[config.mk]
export PLATFORM = sky130hd
export DESIGN_NAME = wb_arbiter
export DESIGN_NICKNAME = d
export VERILOG_FILES = /design/src/rtl/wb_arbiter.sv
export SDC_FILE = /design/constraint.sdc
export NUM_CORES = 1
export LEC_CHECK = 0
export CORE_ASPECT_RATIO = 0.7
export CORE_MARGIN = 1.5
export CORE_UTILIZATION = 60
export CTS_BUF_LIST = sky130_fd_sc_hd__clkbuf_8
export DETAILED_ROUTE_END_ITERATION = 6
export DONT_BUFFER_PORTS = 1
export PLACE_DENSITY = 0.86
export REMOVE_ABC_BUFFERS = 1
export SLEW_MARGIN = 20
export SYNTH_ARGS = -nofsm -noshare
export SYNTH_HDL_FRONTEND = slang
export SYNTH_SLANG_ARGS = --single-unit
[constraint.sdc]
create_clock -name clk -period 6.25 [get_ports clk]
set_input_delay 1.25 -clock clk [delete_from_list [all_inputs] [get_ports clk]]
set_output_delay 1.25 -clock clk [all_outputs]
set_load 0.01 [all_outputs]
[src/rtl/wb_arbiter.sv]
// Writeback arbiter: per-source FIFOs for ALU/MEM/MUL results, round-robin
// selection of one head per cycle, presented as a registered ROB write.
module wb_arbiter #(
  parameter int unsigned WORD_SIZE = 32,
  parameter int unsigned ROB_ENTRY_WIDTH = 6,
  parameter int unsigned DEPTH = 2
) (
  input  logic                       clk,
  input  logic                       rst,
  input  logic                       flush,
  input  logic                       rob_hold,
  input  logic                       alu_valid,
  input  logic [ROB_ENTRY_WIDTH-1:0] alu_rob_id,
  input  logic [WORD_SIZE-1:0]       alu_data,
  input  logic                       mem_valid,
  input  logic [ROB_ENTRY_WIDTH-1:0] mem_rob_id,
  input  logic [WORD_SIZE-1:0]       mem_data,
  input  logic                       mul_valid,
  input  logic [ROB_ENTRY_WIDTH-1:0] mul_rob_id,
  input  logic [WORD_SIZE-1:0]       mul_data,
  output logic                       alu_stall,
  output logic                       mem_stall,
  output logic                       mul_stall,
  output logic                       rob_wr_en,
  output logic [ROB_ENTRY_WIDTH-1:0] rob_wr_id,
  output logic [WORD_SIZE-1:0]       rob_wr_data,
  output logic [1:0]                 rob_wr_src,
  output logic                       overflow_err
);

  localparam int unsigned NSRC = 3;
  localparam int unsigned EW   = ROB_ENTRY_WIDTH + WORD_SIZE;
  localparam int unsigned PW   = (DEPTH > 1) ? $clog2(DEPTH) : 1;
  localparam int unsigned CW   = $clog2(DEPTH + 1);

  logic [NSRC-1:0]         in_valid;
  logic [NSRC-1:0]         stall;
  logic [NSRC-1:0]         nonempty;
  logic [NSRC-1:0][EW-1:0] in_entry;
  logic [NSRC-1:0][EW-1:0] head;
  logic [EW-1:0]           grant_entry;
  logic                    grant;
  logic [1:0]              grant_src;
  logic [1:0]              rr_ptr;
  logic [1:0]              rr_next;
  logic [2:0]              cand;

  assign in_valid    = {mul_valid, mem_valid, alu_valid};
  assign in_entry[0] = {alu_rob_id, alu_data};
  assign in_entry[1] = {mem_rob_id, mem_data};
  assign in_entry[2] = {mul_rob_id, mul_data};

  assign alu_stall = stall[0];
  assign mem_stall = stall[1];
  assign mul_stall = stall[2];

  function automatic logic [PW-1:0] ptr_inc(input logic [PW-1:0] p);
    return (p == PW'(DEPTH - 1)) ? '0 : p + PW'(1);
  endfunction

  for (genvar s = 0; s < NSRC; s++) begin : g_fifo
    logic [EW-1:0] store [DEPTH];
    logic [PW-1:0] rd_ptr;
    logic [PW-1:0] wr_ptr;
    logic [CW-1:0] count;
    logic          push;
    logic          pop;

    // Stall is taken from the registered count only, so a same-cycle pop never frees a slot.
    assign stall[s]    = (count == CW'(DEPTH));
    assign nonempty[s] = (count != '0);
    assign head[s]     = store[rd_ptr];
    assign push        = in_valid[s] && !stall[s] && !flush;
    assign pop         = grant && (grant_src == 2'(s));

    always_ff @(posedge clk or negedge rst) begin
      if (!rst) begin
        rd_ptr <= '0;
        wr_ptr <= '0;
        count  <= '0;
      end else if (flush) begin
        rd_ptr <= '0;
        wr_ptr <= '0;
        count  <= '0;
      end else begin
        if (push) wr_ptr <= ptr_inc(wr_ptr);
        if (pop)  rd_ptr <= ptr_inc(rd_ptr);
        case ({push, pop})
          2'b10:   count <= count + CW'(1);
          2'b01:   count <= count - CW'(1);
          default: count <= count;
        endcase
      end
    end

    always_ff @(posedge clk) begin
      if (push) store[wr_ptr] <= in_entry[s];
    end
  end

  // Rotate the search to start at rr_ptr; first non-empty source wins.
  always_comb begin
    grant     = 1'b0;
    grant_src = '0;
    cand      = '0;
    if (!rob_hold && !flush) begin
      for (int unsigned k = 0; k < NSRC; k++) begin
        cand = {1'b0, rr_ptr} + 3'(k);
        if (cand >= 3'(NSRC)) cand = cand - 3'(NSRC);
        if (!grant && nonempty[cand[1:0]]) begin
          grant     = 1'b1;
          grant_src = cand[1:0];
        end
      end
    end
  end

  always_comb begin
    case (grant_src)
      2'd1:    grant_entry = head[1];
      2'd2:    grant_entry = head[2];
      default: grant_entry = head[0];
    endcase
    rr_next = (grant_src == 2'd2) ? 2'd0 : grant_src + 2'd1;
  end

  always_ff @(posedge clk or negedge rst) begin
    if (!rst) begin
      rr_ptr       <= '0;
      rob_wr_en    <= 1'b0;
      rob_wr_id    <= '0;
      rob_wr_data  <= '0;
      rob_wr_src   <= '0;
      overflow_err <= 1'b0;
    end else begin
      rob_wr_en <= grant;
      if (grant) begin
        {rob_wr_id, rob_wr_data} <= grant_entry;
        rob_wr_src               <= grant_src;
      end
      if (flush)      rr_ptr <= '0;
      else if (grant) rr_ptr <= rr_next;
      if (|(in_valid & stall)) overflow_err <= 1'b1;
    end
  end

endmodule

; ---- Word-level counts from Yosys, hierarchy flattened
; Memories as Yosys holds them, arrays and structs flattened.
; Index checks and enable logic that the tools add are counted.
[totals]
regBits = 56
ramBits = 228
in_bits = 121
out_inout_bits = 45
n_memories = 3
[memory_table]
columns = memory, depth, word_bits, read_ports, rd_clocked_by_memory_dff, wr, line_no
row1 = g_fifo[0].store, 2, 38, 1, 0, 1, 62  ; logic [EW-1:0] store [DEPTH];
row2 = g_fifo[1].store, 2, 38, 1, 0, 1, 62
row3 = g_fifo[2].store, 2, 38, 1, 0, 1, 62
[classes]
n_addsub = 18
n_lt_le_gt_ge = 6
n_eq_ne = 11
muxes = 56
n_bitwise = 1
reduce_logical = 34
[ops]
columns = operator, count
row1 = 38-bit case mux with 2 select lines, 1
row2 = 1-bit two-way mux, 33
row3 = 2-bit two-way mux, 16
row4 = 2-bit nonzero test, 10
row5 = "2-bit == test, second input constant", 7
row6 = 1-bit logical AND, 12
row7 = 2-bit case mux with 2 select lines, 3
row8 = "2-bit by 3-bit < comparator with 1-bit output, second input constant", 3
row9 = 3-bit nonzero test, 3
row10 = "2-bit by 1-bit adder with 2-bit output, second input constant", 4
row11 = "2-bit by 1-bit == test with 1-bit output, second input constant", 4
row12 = 1-bit logical NOT, 7
row13 = "1-bit adder, second input constant", 6
row14 = 1-bit binary-select mux with 2-bit select, 3
row15 = "3-bit by 2-bit greater-or-equal comparator with 1-bit output, second input constant", 2
row16 = "2-bit by 1-bit subtractor with 2-bit output, second input constant", 3
row17 = "2-bit subtractor, second input constant", 3
row18 = "2-bit by 1-bit adder with 3-bit output, second input constant", 1
row19 = "2-bit by 2-bit adder with 3-bit output, second input constant", 1
row20 = 3-bit AND, 1
row21 = 3-bit OR reduction, 1
row22 = "2-bit greater-or-equal comparator, second input constant", 1
row23 = 2-bit logical NOT, 1

; ---- Longest topological paths before layout
; Gate-level depths: netlist of the first run.
[logic_depth]
depth_word = 20
mapped_depth = 15

; ---- Worst setup path after synthesis of the first run
; No wires, ideal clock.
[synth_path]
path_kind = input -> register
from = input port flush
to = memory g_fifo[0].store[0][0] (netlist bit) (enable)
setup_time_ns = 0.542
t_arrival_ns = 5.515
t_required_ns = 5.708
setup_slack_ns = 0.193
cell_stages = 2
n_path_buf = 1
cell_sequence = clkbuf_1 nor4b_1
[synth_between]
elab_chain_len = 4
[synth_rtl]
columns = item, line_no
row1 = start: declaration, 10  ; input logic flush,
row2 = 1-bit logical NOT, 73  ; assign push = in_valid[s] && !stall[s] && !flush;
row3 = 1-bit logical AND, 73
row4 = 1-bit two-way mux, 97  ; if (push) store[wr_ptr] <= in_entry[s];
row5 = 1-bit two-way mux (implied by the code), 97
row6 = end: declaration, 62
; No other way between the ends.

; ---- Worst setup path after layout of the first run
[layout_path]
from = register rr_ptr[0]
to = register g_fifo[2].count[0]
[layout_between]
elab_chain_len = 20
[layout_rtl]
columns = item, line_no
row1 = start: declaration, 44  ; logic [1:0] rr_ptr;
row2 = start signal: assignment, 142  ; else if (grant) rr_ptr <= rr_next;
row3 = branches (longest 16 deep; another with 2-bit by 1-bit adder with 3-bit output), n/a
row4 = 1-bit logical AND *, 74  ; assign pop = grant && (grant_src == 2'(s));
row5 = 2-bit by 1-bit == test with 1-bit output or 2-bit == test (tied branches), 88  ; case ({push, pop})
row6 = 2-bit case mux with 2 select lines, 88
row7 = 2-bit two-way mux, 81  ; end else if (flush) begin
row8 = end signal: assignment, 89  ; 2'b10: count <= count + CW'(1);
row9 = end signal: assignment, 90  ; 2'b01: count <= count - CW'(1);
row10 = end signal: assignment, 91  ; default: count <= count;
row11 = end: declaration, 65  ; logic [CW-1:0] count;
; Mark *: on every way between the ends. The select of a mux whose other input is x is not followed.
; A chain may end at the register's enable or synchronous reset.

==> results of run 1 <==
-- synth_stat cells (2+ instances only) --
cell type,n
sky130_fd_sc_hd__o31ai_2,2
sky130_fd_sc_hd__o31ai_1,2
sky130_fd_sc_hd__buf_4,2
sky130_fd_sc_hd__mux2_4,2
sky130_fd_sc_hd__a31o_1,2
sky130_fd_sc_hd__mux2_2,76
sky130_fd_sc_hd__nor2_1,61
sky130_fd_sc_hd__nor3b_1,5
sky130_fd_sc_hd__nor3_1,2
sky130_fd_sc_hd__o21ai_1,2
sky130_fd_sc_hd__clkbuf_1,28
sky130_fd_sc_hd__nand4_1,2
sky130_fd_sc_hd__o211ai_1,2
sky130_fd_sc_hd__o21ai_0,37
sky130_fd_sc_hd__nand3_1,8
sky130_fd_sc_hd__a22o_1,38
sky130_fd_sc_hd__inv_1,6
sky130_fd_sc_hd__nor2b_1,5
sky130_fd_sc_hd__nand2_1,52
sky130_fd_sc_hd__mux2i_1,41
sky130_fd_sc_hd__xnor2_1,3
sky130_fd_sc_hd__dfrtp_1,56
sky130_fd_sc_hd__ha_1,7
sky130_fd_sc_hd__xor2_1,5
sky130_fd_sc_hd__a21oi_1,42
sky130_fd_sc_hd__edfxtp_1,228
sky130_fd_sc_hd__buf_2,13
sky130_fd_sc_hd__a21o_1,2
sky130_fd_sc_hd__o211ai_4,4
-- metal layers --
| metal | share of wire | wire [um] |
|---|---|---|
| met5 | 0 | 0 |
| met1 | 0.39 | 9670 |
| met2 | 0.47 | 11800 |
| met3 | 0.12 | 2940 |
| met4 | 0.020 | 504 |
-- sequential cells by signal, summed over array words and instances (netlist names) --
register,cells
rob_wr_data,32
rr_ptr,2
g_fifo.store,228
rob_wr_src,2
rob_wr_en,1
rob_wr_id,6
g_fifo.rd_ptr,3
overflow_err,1
g_fifo.wr_ptr,3
g_fifo.count,6
-- cells by family after synthesis --
family          count (synthesis)  synth area share
mux                           119             0.112
flops                         284             0.713
compound gates                141            0.0861
xor+xnor                        8           0.00606
fa+ha+maj                       7           0.00757
simple gates                  146            0.0558
buf+inv                        52            0.0190
-- final timing paths --
kind | start | endpoint | slack (ns)
max | rr_ptr[0]$_DFFE_PN0P_ | g_fifo[2].count[0]$_DFFE_PN0P_ | 2.19
min | rst | g_fifo[0].count[1]$_DFFE_PN0P_ | 0.41
max reg2reg | rr_ptr[0]$_DFFE_PN0P_ | g_fifo[2].count[0]$_DFFE_PN0P_ | 2.19
min reg2reg | rob_wr_data[7]$_DFFE_PN0N_ | rob_wr_data[7]$_DFFE_PN0N_ | 0.55
max in group asynchronous | rst | g_fifo[0].rd_ptr$_DFFE_PN0P_ | 5.71
min in group clk | rob_wr_data[7]$_DFFE_PN0N_ | rob_wr_data[7]$_DFFE_PN0N_ | 0.55
-- cell type report --
type | count | area, um^2 | share of cell area
flip-flops and latches | 284 | 8250 | 0.651
clock inverters | 26 | 160 | 0.0126
inverters | 8 | 30.0 | 0.00237
multi-input cells | 421 | 3160 | 0.250
well taps | 242 | 303 | 0.0239
repair buffers | 8 | 60.1 | 0.00474
clock buffers | 51 | 702 | 0.0554
-- critical path: cells and delay by family (launching register included) --
kind	cells	cell delay [ns]
flops	1	0.35
simple gates	3	0.69
buf+inv	1	0.08
fa+ha+maj	2	1.32
mux	1	0.36
compound gates	4	1.12
-- placed cells by master (no fill, tap or decap), types with 10 or more instances in the layout --
| cell type | count |
|---|---|
| sky130_fd_sc_hd__edfxtp_1 | 228 |
| sky130_fd_sc_hd__mux2_2 | 76 |
| sky130_fd_sc_hd__nor2_1 | 61 |
| sky130_fd_sc_hd__dfrtp_1 | 53 |
| sky130_fd_sc_hd__nand2_1 | 52 |
| sky130_fd_sc_hd__clkbuf_8 | 51 |
| sky130_fd_sc_hd__a21oi_1 | 42 |
| sky130_fd_sc_hd__mux2i_1 | 41 |
| sky130_fd_sc_hd__a22o_1 | 38 |
| sky130_fd_sc_hd__o21ai_0 | 37 |
| sky130_fd_sc_hd__inv_1 | 15 |
| sky130_fd_sc_hd__clkinv_1 | 10 |
-- power by group --
| part | total (mW) | internal, mW | leakage [nW] | switching (mW) |
|---|---|---|---|---|
| Sequential | 2.49 | 2.30 | 2.80 | 0.196 |
| Combinational | 0.758 | 0.274 | 1.20 | 0.484 |
| Clock | 1.50 | 0.823 | 0.477 | 0.679 |
| Total | 4.75 | 3.39 | 4.48 | 1.36 |
==> results.py, run 1 <==
metrics = {
    "outcome": {
        "outcome": "complete, no violations",
    },
    "cts": {
        "ctsHtreeMaxLevel": 2,
        "clkSlewWorstSetupHoldPaths_ns": 0.07,
        "cts_setup_buffers": 0,
        "cts-resized-gates": 0,
        "tritoncts.num_buffers": 42,
        "cts.sink_count": 284,
        "worst_skew_pair.late_latency_ns": 0.53,
        "cts_buffer_depth": 3,
        "tritoncts_clock_tree": "yes",
        "ctsRootBufferMaster": "sky130_fd_sc_hd__clkbuf_8",
        "post_cts_hold_buffer_count": 0,
    },
    "timing": {
        "finalClockSkew_ns": 0.0221,
        "slew_at_the_pin_closest_to_its_max_slew_limit_ns": 1.07,
        "setup-violations-final": 0,
        "timing.slew.headroom": 0.285,
        "final_hold_violations": 0,
        "grt_setup_unrepaired": "false",
        "fin_crit_ns": 4.06,
        "hold-worst-slack_ns": 0.412,
        "final.setup.worst_slack_ns": 2.19,
        "finalSetupTns_ns": 0,
        "fmaxAchievable_mhz": 246,
        "layout_worst_path_cycle_share": 0.649,
        "finalMaxSlewViolations": 0,
    },
    "finish": {
        "final_net_count": 893,
        "final_layout_size_suffix_gt1_frac": 0.216,
        "finalNonFillerCells": 1040,
        "num_antenna_cells": 0,
        "post-route-util": 0.672,
        "final_cell_area_um2": 12700,
        "filler_cells_inserted": 1257,
        "area_growth_syn_to_layout_pct": 9.55,
    },
    "synthesis": {
        "synth.top_cell.area_share": 0.592,
        "synth-seq-cells": 284,
        "ys.warnings.count": 0,
        "netlist_area_um2": 11600,
        "synth_cell_types": 51,
        "synth_top_cells_by_area": "sky130_fd_sc_hd__edfxtp_1 59%, sky130_fd_sc_hd__dfrtp_1 12%, sky130_fd_sc_hd__mux2_2 7.4%, sky130_fd_sc_hd__mux2i_1 3.5%, sky130_fd_sc_hd__a22o_1 2.9%",
        "synthesis.area_per_instance_um2": 15.3,
        "async_reset_ff_frac": 0.197,
        "post_synth_edffs": 228,
        "postSynthCellCount": 757,
        "synth_area_leader_cell": "sky130_fd_sc_hd__edfxtp_1",
        "postSynth.topFlopCell": "sky130_fd_sc_hd__edfxtp_1",
        "synth.yosys.seq_area_share": 0.713,
    },
    "floorplanning": {
        "core_area_um2": 18900,
        "floorplan.die_area_um2": 20100,
        "rows": 42,
        "floorplan.initialDensity": 0.613,
        "die_y_um": 119,
        "io_pins": 166,
        "die_w_um": 169,
    },
    "setup_path": {
        "crit_chain": "inv_1 > ha_1 > nand2_1 > or3b_4 > o211ai_4 > nor3b_1 > o211ai_1 > ha_2 > o211ai_4 > mux2_4 > a31o_1",
        "cp_data_arrival_time_ns": 4.46,
        "cell_with_the_most_instances_on_the_worst_path": "sky130_fd_sc_hd__o211ai_4",
        "slowest_stage": "sky130_fd_sc_hd__ha_2",
        "crit_path_required_time_ns": 6.65,
        "start_kind": "register",
        "timing.critical_path.fanout_max": 40,
        "end_kind": "register",
        "critical-path-max-stage-delay_ns": 0.92,
        "rr_worst_depth": 11,
        "timing_worst_setup_path_type": "register to register",
    },
    "route": {
        "post_drt_wl_per_cell_um": 24.0,
        "drt_iter0_markers": 605,
        "overall_routed_net_length_um": 24900,
        "drc": 0,
        "drtPass1Iterations": 5,
        "vias": 6405,
        "via_count_normalized_by_instance_count": 6.16,
        "drt.antenna.violating_nets": 0,
    },
    "placed_design": {
        "port_buffers": 0,
        "dp_hpwl_um": 14800,
        "place_inst": 963,
        "pre_cts_slack_ns": 2.19,
        "gp_congestion": 0.829,
        "post_dp_cell_area_um2": 11800,
    },
    "worst_hold_path": {
        "timing.hold.worst.class": "primary input to async pin",
    },
    "grt": {
        "first_global_vias": 6834,
        "grt_antenna_before_repair": 0,
        "global_route.usage.total": 0.252,
        "global_route.usage.met1": 0.312,
        "grt-ovfl-total": 0,
        "largest_net_degree_at_the_start_of_global_routing": 77,
        "global_route_wire_length_before_repair_um": 37800,
        "grt_busiest_layer": "met2",
        "groute.layer.met2.usage": 0.406,
        "grt.met3_usage": 0.106,
    },
    "power": {
        "cellPowerDensity_nw_per_um2": 375,
        "power.ir.vdd_worst_mv": 0.229,
        "power.static_leakage_nw": 4.48,
        "post-layout-total-power_mw": 4.75,
    },
    "run": {
        "maxCapViolations": 0,
    },
}
No activity file was read; power rests on OpenSTA's default activity.
==> run 2: changes to the inputs <==
==> constraint.sdc (replaced) <==
create_clock -name clk -period 4 [get_ports clk]
set_input_delay 0.8 -clock clk [delete_from_list [all_inputs] [get_ports clk]]
set_output_delay 0.8 -clock clk [all_outputs]
set_load 0.01 [all_outputs]
==> results.py, run 2 (synthesis results as in run 1) <==
metrics = {
    "floorplanning": {
        "die_y_um": 119,
        "core_area_um2": 18900,
        "rows": 42,
        "die_w_um": 169,
        "floorplan.initialDensity": 0.613,
        "floorplan.die_area_um2": 20100,
        "io_pins": 166,
    },
    "finish": {
        "max_flop_register": "g_fifo.store",
        "area_growth_syn_to_layout_pct": 9.25,
        "final_cell_mix": "228 x sky130_fd_sc_hd__edfxtp_1, 76 x sky130_fd_sc_hd__mux2_2, 61 x sky130_fd_sc_hd__nor2_1",
        "num_antenna_cells": 0,
        "finalNonFillerCells": 1045,
        "final_layout_size_suffix_gt1_frac": 0.214,
        "filler_cells_inserted": 1279,
        "most_frequent_standard_cell_in_the_layout_excluding_fill_and_tap_cells": "sky130_fd_sc_hd__edfxtp_1",
        "final_net_count": 901,
        "largest_register_ff_count": 228,
        "final_cell_area_um2": 12600,
        "reg_top3": "g_fifo.store: 228 flops, rob_wr_data: 32 flops",
    },
    "worst_hold_path": {
        "timing.hold.worst.class": "primary input to async pin",
    },
    "cts": {
        "tritoncts.num_buffers": 41,
        "worst_skew_pair.late_latency_ns": 0.54,
        "tritoncts_clock_tree": "yes",
        "cts_buffer_depth": 3,
        "clkSlewWorstSetupHoldPaths_ns": 0.07,
        "ctsHtreeMaxLevel": 2,
        "cts.sink_count": 284,
        "cts_setup_buffers": 0,
        "ctsRootBufferMaster": "sky130_fd_sc_hd__clkbuf_8",
    },
    "setup_path": {
        "crit_path_required_time_ns": 4.36,
        "start_kind": "register",
        "rr_worst_depth": 13,
        "timing_worst_setup_path_type": "register to register",
        "timing.critical_path.fanout_max": 23,
        "critical_path.startpoint": "rr_ptr[0]$_DFFE_PN0P_",
        "cp_data_arrival_time_ns": 4.00,
        "rr_endpoint": "rob_wr_data[10]$_DFFE_PN0N_",
        "r2r-start": "rr_ptr[0]$_DFFE_PN0P_",
        "r2r_slack_ns": 0.36,
        "end_kind": "register",
    },
    "timing": {
        "finalMaxSlewViolations": 0,
        "slew_at_the_pin_closest_to_its_max_slew_limit_ns": 1.09,
        "grt_setup_unrepaired": "false",
        "fmaxAchievable_mhz": 275,
        "finalSetupTns_ns": 0,
        "layout_worst_path_cycle_share": 0.909,
        "final_hold_violations": 0,
        "finalClockSkew_ns": 0.0162,
        "timing.slew.headroom": 0.276,
        "fin_crit_ns": 3.64,
        "setup-violations-final": 0,
    },
    "route": {
        "vias": 6426,
        "post_drt_wl_per_cell_um": 24.5,
        "drt_iter0_markers": 412,
        "drc": 0,
        "drtPass1Iterations": 5,
        "overall_routed_net_length_um": 25600,
        "drt.antenna.violating_nets": 0,
        "via_count_normalized_by_instance_count": 6.15,
    },
    "placed_design": {
        "place_inst": 971,
        "dp_hpwl_um": 16000,
        "gp_congestion": 0.863,
        "port_buffers": 0,
        "post_dp_cell_area_um2": 11900,
    },
    "power": {
        "power.static_leakage_nw": 4.50,
        "cellPowerDensity_nw_per_um2": 570,
        "power.ir.vdd_worst_mv": 0.382,
        "post-layout-total-power_mw": 7.20,
    },
    "grt": {
        "grt_antenna_before_repair": 0,
        "largest_net_degree_at_the_start_of_global_routing": 57,
        "global_route.usage.total": 0.262,
        "global_route_wire_length_before_repair_um": 38800,
        "first_global_vias": 6851,
        "grt-ovfl-total": 0,
    },
    "run": {
        "maxCapViolations": 0,
    },
    "outcome": {
        "outcome": "complete, no violations",
    },
}
[run 2: changes by cell type in the layout (fill, tap and decap cells not counted), sizes merged]
cell	previous run	this run
clkinvlp	1	2
inv	16	26
bufinv	2	0
clkbuf	51	44
buf	8	17
clkinv	15	9
[run 2: critical path, cell delays in order, from the launching register on]
cell and delay [ns]:
sky130_fd_sc_hd__dfrtp_1 0.35, sky130_fd_sc_hd__inv_1 0.09, sky130_fd_sc_hd__ha_1 0.40, sky130_fd_sc_hd__nand2_1 0.12, sky130_fd_sc_hd__or3b_4 0.39, sky130_fd_sc_hd__o211ai_4 0.20
sky130_fd_sc_hd__nor3b_1 0.11, sky130_fd_sc_hd__o211ai_1 0.43, sky130_fd_sc_hd__inv_1 0.14, sky130_fd_sc_hd__ha_2 0.42, sky130_fd_sc_hd__buf_4 0.29, sky130_fd_sc_hd__a22o_1 0.23
sky130_fd_sc_hd__a21oi_1 0.17, sky130_fd_sc_hd__o21ai_0 0.12
[run 2: layout make-up]
class	instances	area, um^2	area share
sequential	284	8250	0.653
inverter	8	30.0	0.00238
clock buffer	44	606	0.0479
tap	242	303	0.0240
multi-input combinational	421	3160	0.250
timing repair buffer	17	160	0.0127
clock inverter	29	121	0.00961
[run 2: what timing repair did]
action	in CTS	in global routing
gates resized for setup	0	0
hold endpoints to repair	56	0
endpoints found under the setup margin	0	0
hold buffers	1	0
[run 2: how the worst max path moves through the flow]
stage               slack, ns                              end  depth (start not counted)
global placement         0.63       rob_wr_data[1]$_DFFE_PN0N_                         13
detailed placement       0.35      rob_wr_data[10]$_DFFE_PN0N_                         13
finish                   0.36      rob_wr_data[10]$_DFFE_PN0N_                         13
CTS                      0.35      rob_wr_data[10]$_DFFE_PN0N_                         13
floorplan               -1.33  g_fifo[0].store[0][0]$_DFFE_PP_                          1
global route             0.13      rob_wr_data[10]$_DFFE_PN0N_                         13
[run 2: through the flow]
step	hold slack (ns)	utilization	setup WS, ns
final	0.142	0.670	0.363
after global routing	0.135	0.670	0.127
after CTS	0.130	0.670	0.345
after detailed placement	0.506	0.630	0.351
after global placement	0.506	0.630	0.633
after floorplan	0.504	-	-1.33
[run 2: power by group]
part / total (mW) / switching, mW / leakage (nW) / internal (mW)
Sequential: 3.95 / 0.367 / 2.80 / 3.59
Combinational: 1.18 / 0.734 / 1.26 / 0.450
Clock: 2.07 / 1.05 / 0.440 / 1.01
Total: 7.20 / 2.15 / 4.50 / 5.05
[run 2: layer usage]
metal | global-route usage | share of wire | routed length, um | vias up
li1 | - | - | - | 2885
met1 | 0.320 | 0.38 | 9730 | 3172
met2 | 0.421 | 0.47 | 12100 | 328
met3 | 0.109 | 0.13 | 3220 | 41
met4 | 0.0938 | 0.022 | 557 | 0
met5 | 0 | 0 | 0 | -
==> run 3: changes to the inputs <==
--- a/config.mk
+++ b/config.mk
@@ -7,11 +7,11 @@
 export LEC_CHECK = 0
 export CORE_ASPECT_RATIO = 0.7
 export CORE_MARGIN = 1.5
-export CORE_UTILIZATION = 60
+export CORE_UTILIZATION = 55
 export CTS_BUF_LIST = sky130_fd_sc_hd__clkbuf_8
 export DETAILED_ROUTE_END_ITERATION = 6
 export DONT_BUFFER_PORTS = 1
-export PLACE_DENSITY = 0.86
+export PLACE_DENSITY = 0.8
 export REMOVE_ABC_BUFFERS = 1
 export SLEW_MARGIN = 20
 export SYNTH_ARGS = -nofsm -noshare
==> results.py, run 3 (synthesis results as in run 1) <==
metrics = {
    "grt": {
        "global_route_wire_length_before_repair_um": 39200,
        "largest_net_degree_at_the_start_of_global_routing": 77,
        "grt-ovfl-total": 0,
        "grt_antenna_before_repair": 0,
        "first_global_vias": 6886,
        "global_route.usage.total": 0.239,
    },
    "cts": {
        "cts.sink_count": 284,
        "tritoncts.num_buffers": 43,
        "cts-resized-gates": 0,
        "ctsRootBufferMaster": "sky130_fd_sc_hd__clkbuf_8",
        "cts_buffer_depth": 3,
        "clkSlewWorstSetupHoldPaths_ns": 0.07,
        "worst_skew_pair.late_latency_ns": 0.53,
        "ctsHtreeMaxLevel": 2,
        "tritoncts_clock_tree": "yes",
        "cts_setup_buffers": 0,
    },
    "finish": {
        "final_cell_mix": "228 x sky130_fd_sc_hd__edfxtp_1, 76 x sky130_fd_sc_hd__mux2_2, 61 x sky130_fd_sc_hd__nor2_1",
        "final_layout_size_suffix_gt1_frac": 0.218,
        "post-route-util": 0.616,
        "most_frequent_standard_cell_in_the_layout_excluding_fill_and_tap_cells": "sky130_fd_sc_hd__edfxtp_1",
        "largest_register_ff_count": 228,
        "num_antenna_cells": 0,
        "finalNonFillerCells": 1084,
        "final_net_count": 902,
        "reg_top3": "g_fifo.store: 228 flops, rob_wr_data: 32 flops",
        "area_growth_syn_to_layout_pct": 10.3,
        "max_flop_register": "g_fifo.store",
    },
    "timing": {
        "timing.slew.headroom": 0.271,
        "setup-violations-final": 0,
        "fin_crit_ns": 3.49,
        "grt_setup_unrepaired": "false",
        "slew_at_the_pin_closest_to_its_max_slew_limit_ns": 1.09,
        "finalClockSkew_ns": 0.0254,
        "final_hold_violations": 0,
        "finalSetupTns_ns": 0,
        "fmaxAchievable_mhz": 286,
        "finalMaxSlewViolations": 0,
        "layout_worst_path_cycle_share": 0.873,
    },
    "placed_design": {
        "dp_hpwl_um": 15800,
        "gp_congestion": 0.862,
        "place_inst": 1004,
        "port_buffers": 0,
    },
    "route": {
        "drt_iter0_markers": 596,
        "met2_wirelength_um": 12100,
        "vias": 6418,
        "drc": 0,
        "met3WireLength_um": 3020,
        "post_drt_wl_per_cell_um": 23.6,
        "route.top_layer_used": "met4",
        "drt.antenna.violating_nets": 0,
        "met1Wirelength_um": 9940,
        "overall_routed_net_length_um": 25600,
        "via_count_normalized_by_instance_count": 5.92,
        "drtPass1Iterations": 5,
    },
    "setup_path": {
        "cp_data_arrival_time_ns": 3.92,
        "timing_worst_setup_path_type": "register to register",
        "timing.critical_path.fanout_max": 39,
        "rr_worst_depth": 12,
        "start_kind": "register",
        "end_kind": "register",
        "crit_path_required_time_ns": 4.43,
    },
    "floorplanning": {
        "floorplan.die_area_um2": 21900,
        "die_w_um": 176,
        "io_pins": 166,
        "die_y_um": 124,
        "rows": 44,
        "core_area_um2": 20700,
        "floorplan.initialDensity": 0.559,
    },
    "worst_hold_path": {
        "timing.hold.worst.class": "primary input to async pin",
    },
    "outcome": {
        "outcome": "complete, no violations",
    },
    "power": {
        "cellPowerDensity_nw_per_um2": 577,
        "power.static_leakage_nw": 4.53,
        "power.ir.vdd_worst_mv": 0.405,
    },
    "run": {
        "maxCapViolations": 0,
    },
}
==> run 3: worst paths after layout <==
check / from / to / slack, ns
worst min register to register: overflow_err$_DFFE_PN0P_ / overflow_err$_DFFE_PN0P_ / 0.55
worst max-delay path: rr_ptr[0]$_DFFE_PN0P_ / rob_wr_data[17]$_DFFE_PN0N_ / 0.51
max in group asynchronous: rst / g_fifo[0].rd_ptr$_DFFE_PN0P_ / 3.53
worst max register to register: rr_ptr[0]$_DFFE_PN0P_ / rob_wr_data[17]$_DFFE_PN0N_ / 0.51
worst min-delay path: rst / rob_wr_data[16]$_DFFE_PN0N_ / 0.12
min in group clk: flush / g_fifo[2].rd_ptr$_DFFE_PN0P_ / 0.32
==> run 3: power by group <==
group | switching [mW] | internal [mW]
sequential | 0.371 | 3.59
combinational | 0.718 | 0.441
clock | 1.06 | 1.18
==> run 3: timing repair <==
item	CTS	global route
setup endpoints to repair	0	0
hold endpoints to repair	56	0
hold buffers	1	0
==> run 3: final cells by class <==
cell class                 count  area, um^2
clock buffer                  49         674
tap                          276         345
multi-input combinational    421        3150
timing repair buffer          16         153
inverter                       8        30.0
sequential                   284        8250
fill                        1503        7950
clock inverter                30         145
==> run 3: stage by stage <==
| stage | setup slack [ns] | hold slack (ns) | total power [mW] | area [um^2] |
|---|---|---|---|---|
| 6_report | 0.507 | 0.119 | 7.36 | 12800 |
| 5_1_grt | 0.211 | 0.131 | 7.72 | 12800 |
| 4_1_cts | 0.526 | 0.135 | 7.42 | 12800 |
| 3_5_place_dp | 0.553 | 0.506 | 5.16 | 11900 |
| 3_3_place_gp | 0.844 | 0.506 | 5.06 | 11900 |
| 2_1_floorplan | -1.33 | 0.504 | 4.77 | 11400 |
==> run 3: worst max-delay path, cell delays in order (launching register included) <==
cell and delay (ns):
sky130_fd_sc_hd__dfrtp_1 0.36, sky130_fd_sc_hd__inv_1 0.10, sky130_fd_sc_hd__ha_1 0.42, sky130_fd_sc_hd__nand2_1 0.14, sky130_fd_sc_hd__or3b_4 0.40, sky130_fd_sc_hd__o211ai_4 0.19
sky130_fd_sc_hd__nor3b_1 0.11, sky130_fd_sc_hd__o211ai_1 0.38, sky130_fd_sc_hd__ha_2 0.30, sky130_fd_sc_hd__buf_4 0.47, sky130_fd_sc_hd__a22o_1 0.24, sky130_fd_sc_hd__a21oi_1 0.08
sky130_fd_sc_hd__o21ai_0 0.20
==> run 3: metal layers <==
| layer | up-vias | track usage |
|---|---|---|
| li1 | 2881 | - |
| met1 | 3210 | 0.287 |
| met2 | 286 | 0.391 |
| met3 | 41 | 0.101 |
| met4 | 0 | 0.0704 |
| met5 | - | 0 |
